--- config.mk ---
export PLATFORM = sky130hd
export DESIGN_NAME = correlation_sequencer
export DESIGN_NICKNAME = d
export VERILOG_FILES = /design/src/rtl/corr_pkg.sv /design/src/rtl/correlation_sequencer_lag_scanner.sv /design/src/rtl/correlation_sequencer.sv
export SDC_FILE = /design/constraint.sdc
export NUM_CORES = 1
export LEC_CHECK = 0
export ABC_CLOCK_PERIOD_IN_PS = 11150
export CORE_ASPECT_RATIO = 2
export CORE_MARGIN = 10
export CORE_UTILIZATION = 54
export CTS_BUF_LIST = sky130_fd_sc_hd__clkbuf_8
export CTS_CLUSTER_DIAMETER = 80
export CTS_CLUSTER_SIZE = 30
export DETAILED_ROUTE_END_ITERATION = 8
export GPL_ROUTABILITY_DRIVEN = 1
export GPL_TIMING_DRIVEN = 0
export MAX_ROUTING_LAYER = met4
export PLACE_DENSITY = 0.91
export SYNTH_ARGS = -nofsm -noshare
export SYNTH_HDL_FRONTEND = slang
export SYNTH_SLANG_ARGS = --single-unit
--- constraint.sdc ---
create_clock -name clk -period 11.15 [get_ports clk]
set_clock_uncertainty 0.05 [all_clocks]
set_input_delay 2.23 -clock clk [delete_from_list [all_inputs] [get_ports clk]]
set_output_delay 2.23 -clock clk [all_outputs]
set_load 0.01 [all_outputs]
--- src/rtl/corr_pkg.sv ---
// Shared encodings and default geometry for the correlation datapath
// (sequencer, serial and multiplication_unit wrappers).
package corr_pkg;

    localparam int N_DEF      = 30;
    localparam int SETTLE_DEF = 32;
    localparam int CNT_W_DEF  = 16;

    typedef enum logic [2:0] {
        IDLE   = 3'd0,
        LOAD_A = 3'd1,
        WAIT_A = 3'd2,
        LOAD_B = 3'd3,
        WAIT_B = 3'd4,
        SCAN   = 3'd5,
        DONE   = 3'd6
    } state_t;

endpackage

--- src/rtl/correlation_sequencer_lag_scanner.sv ---
// Walks lags 1..N of the merged mismatch map, one lag per cycle while go
// is high, pulsing inc for every lag whose window has no mismatch.
module lag_scanner
    import corr_pkg::*;
#(
    parameter int N = N_DEF
) (
    input  logic         clk,
    input  logic         reset,
    input  logic         go,
    input  logic [N:1]   c,
    input  logic [N-1:1] prev_tail,
    output logic         inc,
    output logic         done
);

    localparam int OW = $clog2(N + 1);
    localparam logic [OW-1:0] LAST = OW'(N);

    logic [OW-1:0] lag;
    logic [N:1]    m;

    // Partial windows also need the previous chunk's tail to be clean.
    always_comb begin
        m = c;
        m[N-1:1] = c[N-1:1] | prev_tail;
    end

    assign done = go && (lag == LAST);
    assign inc  = go && !m[lag];

    always_ff @(posedge clk or posedge reset) begin
        if (reset) begin
            lag <= OW'(1);
        end else if (go && !done) begin
            lag <= lag + 1'b1;
        end else begin
            lag <= OW'(1);
        end
    end

endmodule

--- src/rtl/correlation_sequencer.sv ---
// Runs both mismatch passes of a chunk through one shared multiplier,
// merges them with the previous chunk's tail and counts zero lags.
module correlation_sequencer
    import corr_pkg::*;
#(
    parameter int N      = N_DEF,
    parameter int SETTLE = SETTLE_DEF,
    parameter int CNT_W  = CNT_W_DEF
) (
    input  logic             clk,
    input  logic             reset,
    input  logic             stream_start,
    input  logic             stream_end,
    input  logic [N-1:0]     pattern_in,
    input  logic             chunk_valid,
    input  logic [N-1:0]     chunk_data,
    output logic             chunk_ready,
    output logic [N-1:0]     mu_a,
    output logic [N-1:0]     mu_b,
    output logic             mu_start,
    input  logic [2*N-1:0]   mu_result,
    output logic [CNT_W-1:0] match_count,
    output logic             match_valid,
    output logic             busy,
    output logic             overrun
);

    localparam int TW = $clog2(SETTLE + 1);
    localparam logic [TW-1:0] TLAST = TW'(SETTLE - 1);

    state_t           state;
    state_t           state_nx;
    logic             armed;
    logic [N-1:0]     pat;
    logic [N-1:0]     dreg;
    logic [2*N-1:1]   ra;
    logic [2*N-1:1]   c;
    logic [N-1:1]     prev_tail;
    logic [CNT_W-1:0] cnt;
    logic [CNT_W-1:0] cnt_nx;
    logic [TW-1:0]    timer;
    logic             tlast;
    logic             waiting;
    logic             accept;
    logic             scan_inc;
    logic             scan_done;
    logic             unused_lag0;

    // Lag 0 cannot occur in the product placement.
    assign unused_lag0 = mu_result[0];

    assign tlast   = timer == TLAST;
    assign waiting = (state == WAIT_A) || (state == WAIT_B);
    assign accept  = (state == IDLE) && chunk_valid && armed && !stream_start;

    assign busy        = state != IDLE;
    assign chunk_ready = (state == IDLE) && armed;
    assign match_count = cnt;

    lag_scanner #(
        .N(N)
    ) u_scan (
        .clk      (clk),
        .reset    (reset),
        .go       (state == SCAN),
        .c        (c[N:1]),
        .prev_tail(prev_tail),
        .inc      (scan_inc),
        .done     (scan_done)
    );

    always_comb begin
        state_nx    = state;
        mu_a        = '0;
        mu_b        = '0;
        mu_start    = 1'b0;
        match_valid = 1'b0;
        unique case (state)
            IDLE: begin
                if (accept) state_nx = LOAD_A;
            end
            LOAD_A: begin
                mu_a     = pat;
                mu_b     = ~dreg;
                mu_start = 1'b1;
                state_nx = WAIT_A;
            end
            WAIT_A: begin
                mu_a = pat;
                mu_b = ~dreg;
                if (tlast) state_nx = LOAD_B;
            end
            LOAD_B: begin
                mu_a     = ~pat;
                mu_b     = dreg;
                mu_start = 1'b1;
                state_nx = WAIT_B;
            end
            WAIT_B: begin
                mu_a = ~pat;
                mu_b = dreg;
                if (tlast) state_nx = SCAN;
            end
            SCAN: begin
                mu_a = ~pat;
                mu_b = dreg;
                if (scan_done) state_nx = DONE;
            end
            DONE: begin
                mu_a        = ~pat;
                mu_b        = dreg;
                match_valid = 1'b1;
                state_nx    = IDLE;
            end
            default: state_nx = IDLE;
        endcase
        if (stream_start) state_nx = IDLE;
    end

    always_comb begin
        cnt_nx = cnt;
        if (scan_inc && (cnt != '1)) cnt_nx = cnt + 1'b1;
        if (stream_start) cnt_nx = '0;
    end

    always_ff @(posedge clk or posedge reset) begin
        if (reset) begin
            state     <= IDLE;
            armed     <= 1'b0;
            pat       <= '0;
            dreg      <= '0;
            ra        <= '0;
            c         <= '0;
            prev_tail <= '1;
            cnt       <= '0;
            timer     <= '0;
            overrun   <= 1'b0;
        end else begin
            state <= state_nx;
            cnt   <= cnt_nx;
            timer <= (waiting && !tlast) ? timer + 1'b1 : '0;
            if (accept) dreg <= chunk_data;
            if (state == WAIT_A && tlast) ra <= mu_result[2*N-1:1];
            if (state == WAIT_B && tlast) c <= ra | mu_result[2*N-1:1];
            if (state == DONE) prev_tail <= c[2*N-1:N+1];
            if (chunk_valid && armed && state != IDLE && !stream_start)
                overrun <= 1'b1;
            if (stream_start) begin
                pat       <= pattern_in;
                overrun   <= 1'b0;
                prev_tail <= '1;
                armed     <= 1'b1;
            end else if (stream_end) begin
                armed <= 1'b0;
            end
        end
    end

endmodule
==> results of run 1 <==
==> sequential cells by signal (all words and copies together) (netlist names) <==
signal / cells
armed: 1
c: 59
dreg: 30
match_count: 16
overrun: 1
pat: 30
prev_tail: 29
ra: 59
state: 3
timer: 6
u_scan.lag: 5
==> worst max path at each step <==
| stage | depth (start not counted) | slack, ns | start | end |
|---|---|---|---|---|
| final | 8 | 5.63 | state[0] | mu_a[28] |
| after floorplan | 1 | 2.36 | reset | armed |
| after CTS | 8 | 5.61 | state[0] | mu_a[8] |
| after global routing | 8 | 5.40 | state[0] | mu_a[15] |
| after detailed placement | 8 | 6.27 | state[0] | mu_a[8] |
| after global placement | 2 | -0.46 | reset | ra[52] |
==> where the power goes <==
group	internal (mW)	switching, mW	total [mW]
clock network	0.0940	0.253	0.347
logic	0.291	0.254	0.546
registers	0.941	0.0540	0.995
==> logic make-up (layout without fill, tap and decap cells) <==
family	after synthesis	count (layout)	synth area share (%)
multiplexers	126	126	13.5
other	0	2	0
AND/OR/NAND/NOR	336	336	14.6
XOR/XNOR	8	8	0.657
buffers and inverters	70	291	2.98
AO/OA/AOI/OAI	196	196	11.4
adder cells (fa/ha/maj)	4	4	0.469
flip-flops	239	239	56.4
==> area by class of cell <==
class,instances,area (sq um)
Inverter,7,33.8
Sequential cell,239,6020
Fill cell,1424,6130
Tap cell,259,324
Clock buffer,11,151
Clock inverter,6,22.5
Buffer,63,292
Timing Repair Buffer,204,2060
Multi-Input combinational cell,670,4330
Antenna cell,2,5.00
==> stage by stage <==
stage,utilization (%),cell area (sq um)
final,68.3,13200
after global routing,68.3,13200
after CTS,68.3,13200
after detailed placement,67.4,13100
after global placement,67.2,13000
after floorplan,-,10700
==> cell usage after synthesis, drive strengths merged, types with 4 or more instances <==
cell and instances:
dfrtp 209, nor2 186, xor2 4, o31ai 13, dfstp 30, a21oi 108, or4 9, nand2 46
nand3 10, mux2 123, nor3 18, ha 4, buf 27, nand2b 4, clkbuf 36, xnor2 4
nand4 7, o21ai 32, nor2b 36, a211o 30, inv 7
==> worst max-delay path, cell delays in order (launching register included) <==
cell and delay [ns]:
dfrtp_1 0.42, buf_1 0.34, nand2_1 0.11, or2_2 0.30
nand2_1 0.28, clkbuf_1 0.40, nor2_1 0.09, a21oi_1 0.16
clkdlybuf4s50_1 0.60
==> per-layer routing <==
layer / wire (um) / part of all wire, %
met1: 9630 / 35
met2: 15400 / 56
met3: 1290 / 4.7
met4: 977 / 3.6
met5: 0 / 0
==> qor.csv, run 1 <==
stage,metric,value,unit
floorplan,DIE HEIGHT,219,um
synthesis,sequential element share of the synthesized area,56.4,%
placement,pre-CTS WS,6.27,ns
grt,Most Crowded Layer GR,met2,
sta,relative slew slack,45.4,%
grt,grt total ovfl,0,
synthesis,Mapped Cells,979,
floorplan,num rows,72,
sta,Final setup viols,0,
synthesis,post-synth top area cell,dfrtp_1,
hold_path,hold path start,c[44],
grt,vias in the first global route,8567,
sta,setup TNS,0,ns
synthesis,cell area after synthesis,0.0107,sq mm
clocking,Longest Clk Path Bufs,3,
finish,layout cells sized above 1,16.6,%
pwr,Power Dens Cells,143,mW/mm^2
setup_path,CP arrival,3.24,ns
floorplan,core area,0.0194,sq mm
sta,final setup margin,5.63,ns
clocking,clock net sink count,239,
hold_path,hold crit path type,register to register,
synthesis,"FFs w/ async S/R, synth",100,%
clocking,cts hold-fix bufs,0,
clocking,worst skew pair latency,0.53,ns
setup_path,r2r startpoint,timer[0],
synthesis,Post-Synthesis Net Count,1108,
setup_path,reg-to-reg endpoint,ra[8],
job,MaxCap Viol Count,0,
setup_path,r2r setup slk,8.23,ns
pwr,Max IR drop VDD,0.000145,V
synthesis,post-synthesis register bit count,239,
finish,final net count,1325,
detailed_routing,DR vias/cell,5.59,
setup_path,WS Path Type,register to output port,
grt,largest net degree at the start of global routing,122,
finish,non-filler instance count after layout,1461,
setup_path,Critical Path Sink Type,output port,
synthesis,leading post-synthesis cells by cell area,"dfrtp_1 49%, mux2_2 13%, dfstp_2 7.4%",
floorplan,I/O Pins,206,
grt,first-pass GRT wire length,44000,um
clocking,H-Tree Depth,1,
setup_path,Crit path required time,8.87,ns
sta,min Tclk post-route,5.52,ns
synthesis,Ys Warns,0,
pwr,leakage,5.31,nW
grt,met1 Resource Use GR,21.4,%
sta,Fin. Hold Viols,0,
detailed_routing,drt pass-1 iters,5,
setup_path,crit-path max FO,10,
placement,hpwl dp,21200,um
synthesis,syn_area_per_cell,10.9,sq um
placement,GP Congestion,0.863,
finish,area grow syn2layout,24.1,%
setup_path,R2R depth,7,
sta,RSZ-0062 raised after global routing,false,
clocking,Root Buffer Master,clkbuf_8,
grt,met3 Use GR,2.87,%
detailed_routing,initial DRC count,546,
floorplan,Starting Density,55.1,%
detailed_routing,Post-route DRC,0,
grt,initial antenna violation count,2,
sta,slew at the pin closest to its max-slew limit,0.820,ns
detailed_routing,final wirelength,27300,um
clocking,total CTS buffers,11,
synthesis,most common flop cell mapped by yosys,dfrtp_1,
finish,"commonest non-fill, non-tap cells in the layout","209 x dfrtp_1, 203 x clkdlybuf4s50_1, 186 x nor2_1",
synthesis,number of synthesized flops with an enable pin,0,
clocking,post-CTS sizing,0,
floorplan,Die ar.,0.0261,sq mm
detailed_routing,Final ANT Viol Nets,0,
grt,GRT met2 Usage,39.8,%
sta,max-slew violations,0,
run_status,status,finished clean,
pwr,Tot Pwr,1.89,mW
synthesis,Yosys top cell area share,49.0,%
sta,f_max,0.181,GHz
clocking,CTS tree,done,
finish,"most common cell after layout, fill and taps aside",dfrtp_1,
synthesis,Synth cell types,55,
setup_path,crit start category,register,
hold_path,worst hold path endpoint,prev_tail[14],
detailed_routing,wire per inst,18.7,um
clocking,postcts setup bufs,0,
sta,hold slack,0.438,ns
hold_path,hold path depth,1,
grt,GR Util All Layers,21.1,%
sta,Final Cycle Share,49.5,%
clocking,clock-pin slew on the worst setup and hold paths,0.18,ns
floorplan,Die Width,119,um
detailed_routing,Vias,8169,
placement,I/O Buffers,203,
placement,placed cell count,1442,
Power figures use the tool's default switching activity.
==> run 2: changes to the inputs <==
--- a/config.mk
+++ b/config.mk
@@ -5,7 +5,7 @@
 export SDC_FILE = /design/constraint.sdc
 export NUM_CORES = 1
 export LEC_CHECK = 0
-export ABC_CLOCK_PERIOD_IN_PS = 11150
+export ABC_CLOCK_PERIOD_IN_PS = 5500
 export CORE_ASPECT_RATIO = 2
 export CORE_MARGIN = 10
 export CORE_UTILIZATION = 54
==> constraint.sdc (replaced) <==
create_clock -name clk -period 5.5 [get_ports clk]
set_clock_uncertainty 0.05 [all_clocks]
set_input_delay 1.1 -clock clk [delete_from_list [all_inputs] [get_ports clk]]
set_output_delay 1.1 -clock clk [all_outputs]
set_load 0.01 [all_outputs]
==> run 2 against run 1 <==
Against the previous run: hold slack worse by 0.0037 ns; sequential share of layout area is 0.29 points lower; largest power group unchanged; design area up 0.65%; die area unchanged; register-to-register slack lost 5.6 ns; wire length grew 0.79%; via count up 0.36%; combinational power is 110% higher; final cell count increased by 0.27%; non-clock buffer count grew 5.
==> qor.csv, run 2 (same netlist as run 1, synthesis figures left out) <==
stage,metric,value,unit
setup_path,Crit path depth,6,
setup_path,Most common cell on crit path,clkbuf_1,
floorplan,Die ar.,0.0261,sq mm
clocking,postcts setup bufs,0,
clocking,clock net sink count,239,
finish,"commonest non-fill, non-tap cells in the layout","209 x dfrtp_1, 203 x clkdlybuf4s50_1, 186 x nor2_1",
detailed_routing,DR vias/cell,5.60,
sta,setup TNS,0,ns
detailed_routing,drt pass-1 iters,7,
detailed_routing,final wirelength,27500,um
pwr,Max IR drop VDD,0.000217,V
run_status,status,finished clean,
floorplan,core area,0.0194,sq mm
grt,initial antenna violation count,1,
placement,I/O Buffers,203,
placement,hpwl dp,21700,um
clocking,cts hold-fix bufs,0,
setup_path,WS Path Type,register to output port,
clocking,total CTS buffers,11,
sta,RSZ-0062 raised after global routing,false,
clocking,clock-pin slew on the worst setup and hold paths,0.18,ns
detailed_routing,Final ANT Viol Nets,0,
setup_path,crit-path max FO,10,
job,MaxCap Viol Count,0,
sta,max-slew violations,0,
finish,final net count,1330,
finish,non-filler instance count after layout,1465,
finish,Largest regs,"c: 59 flops, ra: 59 flops",
finish,area grow syn2layout,24.9,%
floorplan,num rows,72,
sta,min Tclk post-route,4.41,ns
setup_path,Critical Path Sink Type,output port,
setup_path,r2r setup slk,2.59,ns
setup_path,r2r startpoint,timer[0],
sta,Final setup viols,0,
hold_path,hold crit path type,register to register,
clocking,H-Tree Depth,1,
setup_path,Crit path required time,4.35,ns
placement,placed cell count,1447,
clocking,Longest Clk Path Bufs,3,
setup_path,crit path from,state[2],
detailed_routing,Post-route DRC,0,
floorplan,Die Width,119,um
pwr,Power Dens Cells,287,mW/mm^2
grt,first-pass GRT wire length,44400,um
grt,vias in the first global route,8704,
clocking,CTS tree,done,
setup_path,Crit-path slowest cell,clkdlybuf4s50_1,
sta,relative slew slack,54.5,%
grt,GR Util All Layers,21.2,%
setup_path,CP top delay family,buffers and inverters,
setup_path,Critical Path End,match_valid,
pwr,leakage,5.35,nW
finish,layout cells sized above 1,16.9,%
setup_path,WP buf/inv,4,
sta,f_max,0.227,GHz
setup_path,crit-path max cell delay,0.66,ns
sta,Fin. Hold Viols,0,
setup_path,R2R depth,7,
clocking,worst skew pair latency,0.53,ns
clocking,Root Buffer Master,clkbuf_8,
floorplan,Starting Density,55.1,%
setup_path,crit start category,register,
sta,Final Cycle Share,80.2,%
detailed_routing,initial DRC count,482,
floorplan,I/O Pins,206,
detailed_routing,Vias,8198,
placement,GP Congestion,0.881,
finish,"most common cell after layout, fill and taps aside",dfrtp_1,
setup_path,reg-to-reg endpoint,ra[9],
setup_path,CP arrival,3.26,ns
setup_path,"critical path, cell by cell",clkbuf_1 > nand2_1 > nor2_1 > clkbuf_1 > buf_1 > clkdlybuf4s50_1,
sta,slew at the pin closest to its max-slew limit,0.683,ns
clocking,post-CTS sizing,0,
detailed_routing,wire per inst,18.8,um
grt,grt total ovfl,0,
floorplan,DIE HEIGHT,219,um
grt,largest net degree at the start of global routing,45,
## run 2: report_power, final
| part | switching [mW] | total (mW) | internal (mW) | leakage (nW) |
|---|---|---|---|---|
| Clock | 0.506 | 0.696 | 0.191 | 0.111 |
| Sequential | 0.102 | 2.01 | 1.91 | 2.79 |
| Combinational | 0.524 | 1.12 | 0.597 | 2.45 |
## run 2: per-layer routing
metal | global-route usage, % | part of all wire (%)
met1 | 20.8 | 35
met2 | 40.5 | 57
met3 | 2.89 | 4.5
met4 | 8.77 | 3.4
met5 | - | 0
## run 2: worst reg2reg max path: stages (launching register included)
cell and delay (ns):
dfrtp_1 0.42, ha_1 0.20, nand3_1 0.11, or3b_2 0.52, nor3_2 0.54, buf_2 0.36
buf_4 0.24, mux2_2 0.36
## run 2: cell type report
| class | count | area [sq um] |
|---|---|---|
| fill | 1409 | 6050 |
| sequential | 239 | 6020 |
| multi-input combinational | 670 | 4330 |
| timing repair buffer | 209 | 2150 |
| tap | 259 | 324 |
| buffer | 63 | 292 |
| clock buffer | 11 | 151 |
| inverter | 7 | 30.0 |
| clock inverter | 6 | 22.5 |
| antenna | 1 | 2.50 |
## run 2: stage by stage
step / setup WS [ns] / hold WS [ns] / util (%) / instance area (sq um) / power [mW]
3_5_place_dp: 1.74 / 0.424 / 67.9 / 13100 / 3.18
4_1_cts: 1.14 / 0.451 / 68.8 / 13300 / 3.86
6_report: 1.09 / 0.435 / 68.8 / 13300 / 3.83
5_1_grt: 0.932 / 0.468 / 68.8 / 13300 / 4.01
3_3_place_gp: -0.433 / 0.406 / 67.3 / 13000 / 3.12
2_1_floorplan: 1.24 / 0.383 / - / 10700 / 2.54
## run 2: how the worst min path moves through the flow
stage,from,slack [ns],end,cells after the start
2_1_floorplan,timer[0],0.38,timer[0],1
3_3_place_gp,timer[0],0.41,timer[0],1
3_5_place_dp,c[46],0.42,prev_tail[16],1
4_1_cts,c[46],0.45,prev_tail[16],1
5_1_grt,c[42],0.47,prev_tail[12],1
6_report,c[46],0.43,prev_tail[16],1
